## config.mk

```make
export PLATFORM = sky130hd
export DESIGN_NAME = ttt_referee
export DESIGN_NICKNAME = d
export VERILOG_FILES = /design/src/rtl/ttt_referee.sv
export SDC_FILE = /design/constraint.sdc
export NUM_CORES = 1
export LEC_CHECK = 0
export CAP_MARGIN = 30
export CELL_PAD_IN_SITES_DETAIL_PLACEMENT = 1
export CELL_PAD_IN_SITES_GLOBAL_PLACEMENT = 2
export CORE_MARGIN = 1
export CORE_UTILIZATION = 32
export CTS_CLUSTER_DIAMETER = 120
export DETAILED_ROUTE_END_ITERATION = 12
export GPL_TIMING_DRIVEN = 0
export MAX_ROUTING_LAYER = met4
export PLACE_DENSITY = 0.9
export SLEW_MARGIN = 25
export SYNTH_ARGS = -nofsm -noshare
export SYNTH_HDL_FRONTEND = slang
export SYNTH_SLANG_ARGS = --single-unit
```

## constraint.sdc

```tcl
create_clock -name clk -period 5 [get_ports clk]
set_clock_uncertainty 0.2 [all_clocks]
set_input_delay 1.25 -clock clk [delete_from_list [all_inputs] [get_ports clk]]
set_output_delay 1.25 -clock clk [all_outputs]
set_load 0.03 [all_outputs]
```

## src/rtl/ttt_referee.sv

```systemverilog
// Tic-tac-toe referee: takes agent/opponent moves over valid/ready, keeps the
// 18-bit board and reports win/lose/draw/continue after each applied move.
module ttt_referee (
  input  logic        clk,
  input  logic        rst_n,
  input  logic        new_game,
  input  logic        first_player,
  input  logic        move_valid,
  input  logic        move_player,
  input  logic [3:0]  move_cell,
  output logic        move_ready,
  output logic        move_accept,
  output logic        move_reject,
  output logic [17:0] board,
  output logic        turn,
  output logic [3:0]  move_count,
  output logic [1:0]  game_state,
  output logic        state_valid
);

  typedef enum logic [1:0] {PLAY, EVAL, DONE} state_t;

  state_t      state_q, state_d;
  logic [17:0] board_q, board_d;
  logic        turn_q, turn_d;
  logic [3:0]  count_q, count_d;
  logic [1:0]  gs_q, gs_d;
  logic        accept_q, accept_d;
  logic        reject_q, reject_d;
  logic        sv_q, sv_d;

  logic [1:0]  cell_val;
  logic        legal;
  logic [8:0]  agent_cells;
  logic [8:0]  opp_cells;

  function automatic logic line_win(input logic [8:0] c);
    return (c[0] & c[1] & c[2]) | (c[3] & c[4] & c[5]) | (c[6] & c[7] & c[8]) |
           (c[0] & c[3] & c[6]) | (c[1] & c[4] & c[7]) | (c[2] & c[5] & c[8]) |
           (c[0] & c[4] & c[8]) | (c[2] & c[4] & c[6]);
  endfunction

  // Out-of-range cells leave cell_val nonzero so they read as occupied.
  always_comb begin
    cell_val = 2'b11;
    for (int i = 0; i < 9; i++) begin
      if (move_cell == i[3:0]) cell_val = board_q[2*i +: 2];
      agent_cells[i] = (board_q[2*i +: 2] == 2'b01);
      opp_cells[i]   = (board_q[2*i +: 2] == 2'b10);
    end
    legal = (cell_val == 2'b00) && (move_player == turn_q);
  end

  always_comb begin
    state_d  = state_q;
    board_d  = board_q;
    turn_d   = turn_q;
    count_d  = count_q;
    gs_d     = gs_q;
    accept_d = 1'b0;
    reject_d = 1'b0;
    sv_d     = 1'b0;
    if (new_game) begin
      state_d = PLAY;
      board_d = '0;
      turn_d  = first_player;
      count_d = '0;
      gs_d    = 2'b00;
    end else begin
      case (state_q)
        PLAY: begin
          if (move_valid) begin
            if (legal) begin
              for (int i = 0; i < 9; i++) begin
                if (move_cell == i[3:0]) board_d[2*i +: 2] = move_player ? 2'b10 : 2'b01;
              end
              count_d  = (count_q == 4'd9) ? count_q : count_q + 4'd1;
              turn_d   = ~turn_q;
              accept_d = 1'b1;
              state_d  = EVAL;
            end else begin
              reject_d = 1'b1;
            end
          end
        end
        EVAL: begin
          sv_d = 1'b1;
          if (line_win(agent_cells)) begin
            gs_d    = 2'b10;
            state_d = DONE;
          end else if (line_win(opp_cells)) begin
            gs_d    = 2'b11;
            state_d = DONE;
          end else if (count_q == 4'd9) begin
            gs_d    = 2'b01;
            state_d = DONE;
          end else begin
            gs_d    = 2'b00;
            state_d = PLAY;
          end
        end
        DONE: begin
          if (move_valid) reject_d = 1'b1;
        end
        default: state_d = PLAY;
      endcase
    end
  end

  always_ff @(posedge clk or negedge rst_n) begin
    if (!rst_n) begin
      state_q  <= PLAY;
      board_q  <= '0;
      turn_q   <= 1'b0;
      count_q  <= '0;
      gs_q     <= 2'b00;
      accept_q <= 1'b0;
      reject_q <= 1'b0;
      sv_q     <= 1'b0;
    end else begin
      state_q  <= state_d;
      board_q  <= board_d;
      turn_q   <= turn_d;
      count_q  <= count_d;
      gs_q     <= gs_d;
      accept_q <= accept_d;
      reject_q <= reject_d;
      sv_q     <= sv_d;
    end
  end

  assign move_ready  = (state_q != EVAL);
  assign move_accept = accept_q;
  assign move_reject = reject_q;
  assign board       = board_q;
  assign turn        = turn_q;
  assign move_count  = count_q;
  assign game_state  = gs_q;
  assign state_valid = sv_q;

endmodule
```

After elaboration in Yosys (flattened, before gate mapping)
Cells that the tools add are included.
- equality and inequality tests: 35
- add/sub/neg operators: 1
- $mul: 0
- reductions and logical operators: 29
- shift operators: 0
- bitwise gates (word level): 47
- magnitude comparators: 0
- multiplexer cells: 55
- div/mod/pow operators: 0
- operator list (kind ; count):
    $mux W18 ; 4
    $mux W2 ; 29
    $reduce_and A4 Y1 ; 10
    $and A1 B1 Y1 ; 32
    $reduce_bool A2 Y1 ; 13
    $eq A2 B1 Y1 const B ; 10
    $eq A2 B2 Y1 const B ; 10
    $mux W4 ; 5
    $eq A4 B3 Y1 const B ; 4
    $mux W1 ; 15
    $or A1 B1 Y1 ; 14
    $eq A4 B2 Y1 const B ; 2
    $eq A4 B4 Y1 const B ; 2
    $ne A3 B3 Y1 const B ; 2
    $pmux W2 S3 ; 1
    $reduce_and A3 Y1 ; 2
    $add A4 B1 Y4 const B ; 1
    $eq A4 B1 Y1 const B ; 1
    $logic_not A2 Y1 ; 2
    $logic_not A4 Y1 ; 1
    $ne A2 B2 Y1 const B ; 2
    $ne A2 B1 Y1 const B ; 1
    $pmux W1 S2 ; 1
    $eq A1 B1 Y1 ; 1
    2 further kinds ; 2
- register bits: 30
- bits in read-only memories: 0
- word-level logic and storage cells: 183
- memories kept: 0
- output and inout bits: 29
- latch bits: 0
- memory bits (writable): 0
- input bits: 10

Longest topological paths before layout
- depth after elaboration: 16
- depth in mapped cells: 7
- mapped depth without buffers: 6

Worst setup path before layout
No wires, ideal clock.
- path kind: in2reg
- start: input port move_cell[1]
- end: register count_q[0] (netlist: move_count[0])
- setup slack: 1.886 ns
- arrival: 2.786 ns
- buffers on the path: 1
- stages on the path: 6
- cells stage by stage: buf_2 -> or4_4 -> a31oi_4 -> o211ai_2 -> a211oi_2 -> mux2_1
- longest elaborated chain between the ends: 14
- elaborated cells between the ends (all ways): 22
- those cells by class: 8 x eq/ne; 9 x mux; 5 x reduce/logical
- RTL lines (what ; line ; source):
    from (decl) ; 10 ; input logic [3:0] move_cell,
    $logic_not A4 Y1 ; 47 ; if (move_cell == i[3:0]) cell_val = board_q[2*i +: 2];
    $mux W2 (8 in series) ; 47 ;
    $mux W2 * ; 47 ;
    $logic_not A2 Y1 * ; 51 ; legal = (cell_val == 2'b00) && (move_player == turn_q);
    $logic_and A1 B1 Y1 * ; 51 ;
    $reduce_bool A2 Y1 (no line) * ; -- ;
    $reduce_and A4 Y1 (no line) * ; -- ;
    to (signal assigned) ; 124 ; count_q <= count_d;
    to (decl) ; 26 ; logic [3:0] count_q, count_d;
Every way passes the cells marked *; elsewhere a longest branch is shown, timed or not.
A chain may end at the register's enable or synchronous reset.

Worst setup path after layout
- start: input port move_cell[0]
- end: register board_q[2] (netlist: board[2])
- longest elaborated chain between the ends: 14
- elaborated cells between the ends (all ways): 23
- those cells by class: 8 x eq/ne; 9 x mux; 6 x reduce/logical
- RTL lines (what ; line ; source):
    $logic_not A4 Y1 ; 47 ;
    $mux W2 (9 in series) ; 47 ;
    $logic_not A2 Y1 ; 51 ;
    $logic_and A1 B1 Y1 ; 51 ;
    $reduce_bool A2 Y1 (no line) ; -- ;
    $reduce_and A4 Y1 (no line) * ; -- ;
    to (signal assigned) ; 122 ; board_q <= board_d;
    to (decl) ; 24 ; logic [17:0] board_q, board_d;
Marks and branches as above.

==> metrics.md <==
| Metric | Value |
|---|---|
| Status | `complete, no violations` |
| I/O Pins | `39` |
| Final net count | `255` |
| Cts hold-fix bufs | `0` |
| Worst path slowest cell | `clkdlybuf4s50_1` |
| Die X-Extent | `78.69 um` |
| Area Growth Syn to Fin | `29.85%` |
| Met2 Usage GRT | `35.65%` |
| Avg WL per Cell | `19.23 um` |
| Least-Margin Pin Slew | `0.8015 ns` |
| Post-layout util | `43.84%` |
| Top_reg_cell synth | `dfrtp_1` |
| Syn_nets | `210` |
| CTS resizes | `0` |
| Synth cell types | `48` |
| Layout cells sized above 1 | `9.465%` |
| Tcrit/Tclk final | `73.22%` |
| Crit path largest cell delay | `0.69 ns` |
| Post-synth top cells | `30 x dfrtp_1, 20 x inv_1, 14 x nor4bb_1, 13 x nor2_1, 10 x nand2_1` |
| Clock Latency Late Sink | `0.28 ns` |
| CP Capture Type | `register` |
| Post-synthesis register bit count | `30` |
| Worst path required time | `4.94 ns` |
| Clock-pin slew on the worst setup and hold paths | `0.07 ns` |
| Reg2Reg Launch Point | `board[17]$_DFFE_PN0P_` |
| Top-count cell post-synth | `dfrtp_1` |
| Unrepaired setup endpoints after global routing | `no` |
| Largest net degree at the start of global routing | `19` |
| Area leader, netlist | `dfrtp_1` |
| Hold_sp | `game_state[0]$_DFFE_PN0P_` |
| Initial core utilization | `33.76%` |
| GRT busiest layer | `met2` |
| Met3 usage | `2.907%` |
| Met1 Usage GRT | `27.08%` |
| Startpoint class of the critical path | `input port` |
| First-pass GRT wire length | `9.956 mm` |
| Asr flop ratio synth | `100.0%` |
| Drt drc | `0` |
| Minimum clock period | `3.661 ns` |
| Vias per cell | `5.806` |
| Post-Syn Area | `1882 um^2` |
| Seq pwr share | `46.4%` |
| Pwr/cell area | `222.8 nW/um^2` |
| Vias in the first global route | `1929` |
| CTS Buffer Depth | `2` |
| Iteration-0 DRC Markers | `105` |
| P_leak | `0.9066 nW` |
| CTS H-tree lvls | `2` |
| Max Transition Viols Final | `0` |
| Synth top area cells | `dfrtp_1 40%, nor4bb_1 7.4%, inv_1 4.0%` |
| Worst slew margin | `46.07%` |
| Critical path's top delay family | `buffers and inverters` |
| Synthesized instance count | `198` |
| Top-area cell type share of the netlist area | `39.89%` |
| Hold Crit Class | `register to register` |
| Cell-internal power | `379.3 uW` |
| CTS buffer count | `5` |
| Clk network pwr share | `34.6%` |
| Antenna diode count | `0` |
| Max cap viols | `0` |
| Switching share of power | `30.33%` |
| DP Wirelength | `4.563 mm` |
| Peak VDD IR | `0.09591 mV` |
| RePlAce Congestion | `0.8352` |
| Post-synthesis sequential area ratio | `39.89%` |
| CP Max Fanout | `10` |
| Syn_area_per_cell | `9.504 um^2` |
| Clock root cell | `clkbuf_8` |
| Bufs and invs on worst path | `3` |
| Routed vias | `1829` |
| Final WL | `6.056 mm` |
| Die height | `78.69 um` |
| Gr ovfl total | `0` |
| NetSw | `165.1 uW` |
| Setup TNS | `0 ns` |
| Total GRT Usage | `21.65%` |
| Ordered cell list for the critical path | `clkdlybuf4s50_1 -> clkbuf_1 -> nor3_1 -> a31oi_1 -> a21oi_1 -> nor2_2 -> buf_6 -> o22ai_1` |
| Yosys warning count | `0` |
| Setup CP Type | `input port to register` |
| Port Buffers | `37` |
| Core area | `5574 um^2` |
| TritonRoute pass-1 iters | `4` |
| Initial antenna violation count | `0` |
| Fmax | `0.2731 GHz` |
| FP Rows | `27` |
| Post-CTS setup buffer count | `0` |
| Antenna Nets Post-Route | `0` |
| Final-report setup violation count | `0` |
| Hold violation count in the final report | `0` |
| CTS tree | `built` |
| Combinational share of power | `19.0%` |
| Worst EP arrival | `3.60 ns` |
| Post-synth EDFFs | `0` |
| CP Launch Point | `move_cell[0]` |
| Clock sinks | `30` |
| Total Die Area | `6191 um^2` |
[worst reg2reg max path, stage by stage, from the launching register on]
cell and delay, ns:
dfrtp_1 0.46, or2_1 0.28, a211oi_1 0.52, o211ai_2 0.24, a211oi_2 0.36, mux2_1 0.36
[power by group through the flow]
stage	combinational (mW)	clock, mW	sequential (mW)
final	0.103	0.188	0.253
after global routing	0.111	0.199	0.253
after CTS	0.103	0.195	0.253
after detailed placement	0.103	0	0.257
after global placement	0.0984	0	0.257
after floorplan	0.0517	0	0.265
[sequential cells by signal, summed over array words and instances, names as in the netlist]
signal and count:
board 18, state_q 2, state_valid 1, game_state 2, move_reject 1, turn 1, move_accept 1, move_count 4
[placed cells by master (no fill, tap or decap), drive strengths merged, types with 2 or more instances in the layout]
cell and count:
a211oi 3, a21oi 5, a311oi 2, a31oi 4
and3 2, and4bb 2, buf 5, clkbuf 11
clkdlybuf4s50 36, clkinv 2, dfrtp 30, ha 2
inv 20, mux2 4, nand2 10, nand2b 3
nand3 6, nand4 4, nor2 14, nor2b 8
nor3 7, nor4 3, nor4bb 14, o211ai 6
o21ai 3, o22ai 8, o311ai 2, o31ai 2
o32ai 8, or3 3
[cell type report]
| type | count | area [um^2] |
|---|---|---|
| Clock buffer | 5 | 68.82 |
| Tap cell | 72 | 90.09 |
| Clock inverter | 2 | 10.01 |
| Multi-Input combinational cell | 139 | 1012 |
| Timing Repair Buffer | 38 | 392.9 |
| Buffer | 9 | 43.79 |
| Inverter | 20 | 75.07 |
| Fill cell | 649 | 3131 |
| Sequential cell | 30 | 750.7 |
[per-layer routing]
| layer | wire [um] | part of all wire (%) |
|---|---|---|
| met1 | 2800 | 46 |
| met2 | 2940 | 49 |
| met4 | 95 | 1.6 |
| met3 | 220 | 3.6 |
| met5 | 0 | 0 |
[through the flow]
stage	instance area (um^2)	power (mW)	cells	setup slack (ns)	hold slack, ns
after floorplan	1882	0.3170	198	1.886	0.3270
after global placement	2342	0.3557	307	1.132	0.3076
after detailed placement	2365	0.3603	308	1.092	0.3427
after CTS	2444	0.5509	315	1.365	0.3604
after global routing	2444	0.5637	315	1.224	0.3751
final	2444	0.5444	315	1.339	0.3432
[path summary, 6_finish.rpt]
kind	to	slack, ns	depth (start not counted)
hold reg to reg	game_state[0]$_DFFE_PN0P_	0.34	2
max in group asynchronous	board[4]$_DFFE_PN0P_	3.52	2
setup / recovery	board[2]$_DFFE_PN0P_	1.34	8
setup reg to reg	move_count[1]$_DFFE_PN0P_	2.46	5
min in group asynchronous	move_accept$_DFF_PN0_	0.67	1
hold / removal	game_state[0]$_DFFE_PN0P_	0.34	2
[cells by family (layout without fill, tap and decap cells)]
logic type,after synthesis,count (layout),share of synthesized area [%]
and+or+nand+nor,83,83,28.32
DFF,30,30,39.89
AOI/OAI and AO/OA,49,49,21.28
buffers and inverters,29,74,6.316
xor gates and xnor gates,1,1,0.4655
muxes,4,4,2.393
adders and majority gates,2,2,1.330
(Power assumes the default switching activity.)
